<file path="src/rtl/ssd1331_pkg.sv">
// rtl/ssd1331_pkg.sv - shared constants and state encoding for the SSD1331 glyph writer
package ssd1331_pkg;

  localparam logic [7:0] CMD_SET_COL = 8'h15;
  localparam logic [7:0] CMD_SET_ROW = 8'h75;

  localparam int GLYPH_W = 8;
  localparam int GLYPH_H = 8;
  localparam int DISP_W  = 96;
  localparam int DISP_H  = 64;

  typedef enum logic [2:0] {
    ST_IDLE  = 3'd0,
    ST_LATCH = 3'd1,
    ST_CMD   = 3'd2,
    ST_PIX   = 3'd3,
    ST_FIN   = 3'd4
  } state_t;

endpackage

</file>
<file path="src/rtl/ssd1331_char_writer.sv">
// rtl/ssd1331_char_writer.sv - draws one 8x8 glyph into an SSD1331 character cell
// Emits column/row window commands then 64 RGB565 pixels over a valid/ready byte stream.
module ssd1331_char_writer
  import ssd1331_pkg::*;
#(
  parameter int DISP_COLS = 12,
  parameter int DISP_ROWS = 8
) (
  input  logic        i_CLK,
  input  logic        i_RST_N,
  input  logic        i_START,
  input  logic [7:0]  i_ASCII,
  input  logic [3:0]  i_COL,
  input  logic [2:0]  i_ROW,
  input  logic [15:0] i_FG,
  input  logic [15:0] i_BG,
  output logic [7:0]  o_FONT_ASCII,
  input  logic [63:0] i_FONT_PIXEL,
  output logic [7:0]  o_TX_DATA,
  output logic        o_TX_DC,
  output logic        o_TX_VALID,
  input  logic        i_TX_READY,
  output logic        o_BUSY,
  output logic        o_DONE,
  output logic        o_ERR
);

  state_t      state;
  logic [3:0]  col_q;
  logic [2:0]  row_q;
  logic [15:0] fg_q;
  logic [15:0] bg_q;
  logic [63:0] glyph;
  logic [2:0]  cmd_idx;
  logic [5:0]  pix_idx;
  logic        half;
  logic        xfer;
  logic        pos_ok;

  assign xfer   = o_TX_VALID & i_TX_READY;
  assign pos_ok = (32'(i_COL) < DISP_COLS) && (32'(i_ROW) < DISP_ROWS);

  function automatic logic [7:0] cmd_byte(input logic [2:0] idx, input logic [3:0] col,
                                          input logic [2:0] row);
    logic [7:0] c8;
    logic [7:0] r8;
    c8 = 8'(col) << 3;
    r8 = 8'(row) << 3;
    case (idx)
      3'd0:    return CMD_SET_COL;
      3'd1:    return c8;
      3'd2:    return c8 | 8'(GLYPH_W - 1);
      3'd3:    return CMD_SET_ROW;
      3'd4:    return r8;
      default: return r8 | 8'(GLYPH_H - 1);
    endcase
  endfunction

  // Pixel 0 is glyph bit 63 (top-left); colour goes out high byte first.
  function automatic logic [7:0] pix_byte(input logic [63:0] g, input logic [5:0] p,
                                          input logic h, input logic [15:0] fg,
                                          input logic [15:0] bg);
    logic [15:0] colour;
    colour = g[6'd63 - p] ? fg : bg;
    return h ? colour[7:0] : colour[15:8];
  endfunction

  always_ff @(posedge i_CLK) begin
    if (!i_RST_N) begin
      state        <= ST_IDLE;
      col_q        <= '0;
      row_q        <= '0;
      fg_q         <= '0;
      bg_q         <= '0;
      glyph        <= '0;
      cmd_idx      <= '0;
      pix_idx      <= '0;
      half         <= 1'b0;
      o_FONT_ASCII <= '0;
      o_TX_DATA    <= '0;
      o_TX_DC      <= 1'b0;
      o_TX_VALID   <= 1'b0;
      o_BUSY       <= 1'b0;
      o_DONE       <= 1'b0;
      o_ERR        <= 1'b0;
    end else begin
      o_DONE <= 1'b0;
      o_ERR  <= 1'b0;
      case (state)
        ST_IDLE: begin
          if (i_START) begin
            if (pos_ok) begin
              o_FONT_ASCII <= i_ASCII;
              col_q        <= i_COL;
              row_q        <= i_ROW;
              fg_q         <= i_FG;
              bg_q         <= i_BG;
              o_BUSY       <= 1'b1;
              state        <= ST_LATCH;
            end else begin
              o_ERR <= 1'b1;
            end
          end
        end
        ST_LATCH: begin
          glyph      <= i_FONT_PIXEL;
          cmd_idx    <= '0;
          o_TX_DATA  <= cmd_byte(3'd0, col_q, row_q);
          o_TX_DC    <= 1'b0;
          o_TX_VALID <= 1'b1;
          state      <= ST_CMD;
        end
        ST_CMD: begin
          if (xfer) begin
            if (cmd_idx == 3'd5) begin
              pix_idx   <= '0;
              half      <= 1'b0;
              o_TX_DATA <= pix_byte(glyph, 6'd0, 1'b0, fg_q, bg_q);
              o_TX_DC   <= 1'b1;
              state     <= ST_PIX;
            end else begin
              cmd_idx   <= cmd_idx + 3'd1;
              o_TX_DATA <= cmd_byte(cmd_idx + 3'd1, col_q, row_q);
            end
          end
        end
        ST_PIX: begin
          if (xfer) begin
            if (pix_idx == 6'd63 && half) begin
              pix_idx    <= '0;
              half       <= 1'b0;
              o_TX_DATA  <= '0;
              o_TX_DC    <= 1'b0;
              o_TX_VALID <= 1'b0;
              o_DONE     <= 1'b1;
              state      <= ST_FIN;
            end else if (!half) begin
              half      <= 1'b1;
              o_TX_DATA <= pix_byte(glyph, pix_idx, 1'b1, fg_q, bg_q);
            end else begin
              half      <= 1'b0;
              pix_idx   <= pix_idx + 6'd1;
              o_TX_DATA <= pix_byte(glyph, pix_idx + 6'd1, 1'b0, fg_q, bg_q);
            end
          end
        end
        ST_FIN: begin
          o_BUSY <= 1'b0;
          state  <= ST_IDLE;
        end
        default: state <= ST_IDLE;
      endcase
    end
  end

endmodule

</file>
<file path="config.mk">
export PLATFORM = sky130hd
export DESIGN_NAME = ssd1331_char_writer
export DESIGN_NICKNAME = d
export VERILOG_FILES = /design/src/rtl/ssd1331_pkg.sv /design/src/rtl/ssd1331_char_writer.sv
export SDC_FILE = /design/constraint.sdc
export NUM_CORES = 1
export LEC_CHECK = 0
export ABC_AREA = 1
export BUFFER_PORTS_ARGS = -buffer_cell sky130_fd_sc_hd__buf_2
export CAP_MARGIN = 25
export CORE_AREA = 2 2 136 138
export DETAILED_ROUTE_END_ITERATION = 12
export DIE_AREA = 0 0 138 140
export PLACE_DENSITY_LB_ADDON = 0.15
export SLEW_MARGIN = 15
export SYNTH_ARGS = -nofsm -noshare
export SYNTH_HDL_FRONTEND = slang
export SYNTH_SLANG_ARGS = --single-unit
</file>
<file path="constraint.sdc">
create_clock -name i_CLK -period 3.9 [get_ports i_CLK]
set_input_delay 0.39 -clock i_CLK [delete_from_list [all_inputs] [get_ports i_CLK]]
set_output_delay 0.39 -clock i_CLK [all_outputs]
set_load 0.02 [all_outputs]
</file>
==> parameters.txt <==
Parameter                              Value

Clock network
  TritonCTS Buffers    17
  Clock Pin Slew Worst Setup and Hold Paths    0.07 ns
  Hold buffers post-CTS    0
  CTS tree    yes
  CTS sink cnt    137
  Clock insertion delay at the later pin of the skew report    0.43 ns
  Setup Buffers After CTS    0
  Clk buf depth    2
  Maximum level of the CTS H-tree    4
  Buffer type at the clock tree root    clkbuf_16
  Number of cells upsized or downsized after cts    0

Power and ir drop
  Logic gate share of total power    30.0%
  Sum of internal, switching and leakage power    5.209 mW
  Fraction of power consumed by sequential logic    37.7%
  Pwr dens    627.2 nW/um^2
  Internal power    3.299 mW
  Total net switching power    1.910 mW
  Fraction of power consumed by the clock network    32.3%
  Worst vdd rail ir drop    0.0003951 V
  Share of total power consumed by net switching    36.66%
  Static leakage power    3.681 nW

Detailed routing
  Vias    6894
  Via-per-instance ratio    5.025
  DRT Wirelength    19.54 mm
  Number of design rule violations left after detail routing    0
  Detailed-route wire length per cell    14.24 um
  Count of antenna-violating nets left after detailed routing    0
  Detailed-routing iteration count for the pre-antenna-repair pass    5
  Initial drt markers    390

Setup path
  Critical Path Stages    14
  Worst r2r src    pix_idx[0]$_SDFFE_PN0P_
  Launching instance or port of the critical path    pix_idx[0]$_SDFFE_PN0P_
  Critical path's slowest cell    inv_2
  Crit start category    flip-flop
  Depth of the worst register-to-register path    14
  Number of buffer and inverter instances along the worst setup path    2
  Critical path class    reg2reg
  Kind of capture point of the worst setup path    flip-flop
  Maximum fanout along the worst path    51
  Family with the most delay on the worst path    simple AND/OR/NAND/NOR gates
  Req. time, crit path    4.21 ns
  Dominant cell type by count on the critical path    nand2_1
  Worst EP arrival    3.00 ns
  Max incr delay on CP    0.63 ns
  Cell-by-cell trace of the critical path    inv_2, nand2_1, nand2_1, nand2_1, nand3_1, nand3_1, nand3_1, nand3_2, nand2_2, inv_1, o211ai_1, nand2_1, nand2_1, a21oi_1

Job
  Max-capacitance violation count    0

Timing
  Setup-violating endpoint count in the final report    0
  Slew at the pin closest to its max-slew limit    0.8860 ns
  Final slew viol count    0
  Fmax    0.3710 GHz
  Summed negative setup slack over all endpoints    0 ns
  Max-Slew Margin vs Limit    40.93%
  Number of hold-slack violations in the final timing report    0
  Skew final    0.01588 ns
  Post-route worst hold slack    0.1846 ns
  Period Utilization, post-route    69.12%
  Setup repair after global routing missed its margin    false
  Crit path time final    2.696 ns

Floorplan
  Floorplan die height    140 um
  Die area    19320 sq um
  I/O pin count    136
  Initial Utilization    39.24%
  Core region area    17780 sq um
  Row count    49
  Horizontal die dimension    138 um

Worst hold path
  Startpoint of the worst hold path    i_ASCII[4]
  Number of cells on the worst hold path    3
  Type of the most critical hold path    in2reg

Placement
  Number of placed instances with taps included    1340
  IO buf count    135
  Placed standard-cell area    7690 sq um
  HPWL reported at the end of detailed placement    13.86 mm
  Final weighted congestion of routability-driven global placement    0.8588

Global route
  Initial antenna violation count    0
  GRT Overall Usage    20.34%
  Vias in the first global route    6537
  Maximum number of pins on one net before global-route repair    106
  First-pass GRT wire length    32.40 mm
  Sum of overflow across all layers after global routing    0

Synthesis
  Most area-consuming cells after synthesis    dfxtp_1 39%, nand2_1 10%, o21ai_0 9.2%
  Most common flop cell mapped by yosys    dfxtp_1
  Cell area after technology mapping    6977 sq um
  Sequential share of the synthesized area    39.31%
  Average cell area after synthesis    6.773 sq um
  Number of enable flip-flop cells after synthesis    0
  Flip-flop and latch count after synthesis    137
  Fraction of registers with async set or reset after synthesis    0%
  Cell variety after synth    43
  Top-area cell type share of the netlist area    39.31%
  Warning count from the yosys run    0
  Library cell with the largest summed area after synthesis    dfxtp_1
  Instance count of the mapped netlist    1030
  Synthesized Nets    1151

Status
  Result of the run    complete, no violations

Final layout
  Final net count    1251
  Area Growth Syn to Fin    19.05%
  Antenna diode instance count    0
  Finished Layout Cells    1372
  Layout Cell Area excl Fill    8305 sq um
  Share of cells above drive strength 1    18.90%
state kept, by name, summed over array words and instances (netlist names), 3 cells and up:
register and count:
glyph 64, bg_q 16, fg_q 16, o_FONT_ASCII 8
o_TX_DATA 8, pix_idx 6, col_q 4, cmd_idx 3
row_q 3, state 3
cells by family after synthesis:
kind of cell | after synthesis | synth area share, %
and+or+nand+nor | 425 | 26.85
AOI/OAI and AO/OA | 270 | 20.80
buffers and inverters | 188 | 11.24
DFF | 137 | 39.31
adders and majority gates | 6 | 1.076
xor gates and xnor gates | 4 | 0.7175
per-layer routing:
metal / track usage, % / up-vias / share of wire, %
met2: 33.61 / 162 / 47
met1: 26.38 / 3107 / 46
li1: - / 3598 / -
met3: 4.718 / 27 / 4.7
met5: 0 / - / 0
met4: 6.606 / 0 / 2.1
placed cells by master (no fill, tap or decap), types with 4 or more instances in the layout:
master	netlist	routed
nor3_1	4	4
nand2_1	185	185
nand3_2	6	6
o211ai_1	16	16
ha_1	6	6
inv_1	109	107
a21oi_1	106	106
inv_2	15	16
nor2_2	5	5
nand3_1	124	124
a211oi_1	4	4
buf_4	5	8
buf_2	12	135
nor2_1	88	88
inv_6	0	4
dfxtp_1	137	136
clkbuf_16	0	17
o21ai_0	128	128
final timing paths:
kind	end	slack (ns)
worst max-delay path	o_TX_DATA[2]$_SDFFE_PN0P_	1.20
worst min-delay path	o_FONT_ASCII[4]$_SDFFE_PN0P_	0.18
worst max register to register	o_TX_DATA[2]$_SDFFE_PN0P_	1.20
worst min register to register	bg_q[1]$_SDFFE_PN0P_	0.46
final cells by class:
class                      instances  area (sq um)
timing repair buffer             143         735.7
sequential                       137          2744
tap                              229         286.5
multi-input combinational        705          3450
clock inverter                    15         190.2
fill                            1836          9474
clock buffer                      17         425.4
inverter                         126         474.2
metrics by stage:
stage / worst slack, ns / utilization [%]
6_report: 1.204 / 46.71
5_1_grt: 0.8937 / 46.71
2_1_floorplan: 1.847 / -
4_1_cts: 1.222 / 46.71
3_3_place_gp: 1.254 / 43.25
3_5_place_dp: 1.218 / 43.25
worst min-delay path, stage by stage:
cell    delay, ns
buf_2        0.07
nor2_1       0.03
nor2_1       0.08
Yosys cell counts (2+ instances only):
master    number
nand3_2        6
nand2_1      185
nor3_2         2
buf_4          5
nand3_4        2
o21ai_0      128
inv_1        109
nand3_1      124
nor4_1         2
nand4_1        2
inv_2         15
o32ai_1        3
clkinv_1       2
buf_6          6
buf_2         12
nand2_2        2
nor2_2         5
o211ai_1      16
dfxtp_1      137
or2_1          2
nor3_1         4
o21ai_1        3
a21oi_1      106
clkbuf_1      38
ha_1           6
a211oi_1       4
nor2_1        88
power by group through the flow:
| stage | combinational [mW] | sequential, mW | clock [mW] |
|---|---|---|---|
| finish | 1.56 | 1.96 | 1.68 |
| global route | 1.81 | 2.01 | 1.77 |
| CTS | 1.58 | 1.96 | 1.72 |
| detailed placement | 1.57 | 1.99 | 0 |
| global placement | 1.56 | 1.99 | 0 |
| floorplan | 1.12 | 1.98 | 0 |
(Power assumes the default switching activity.)
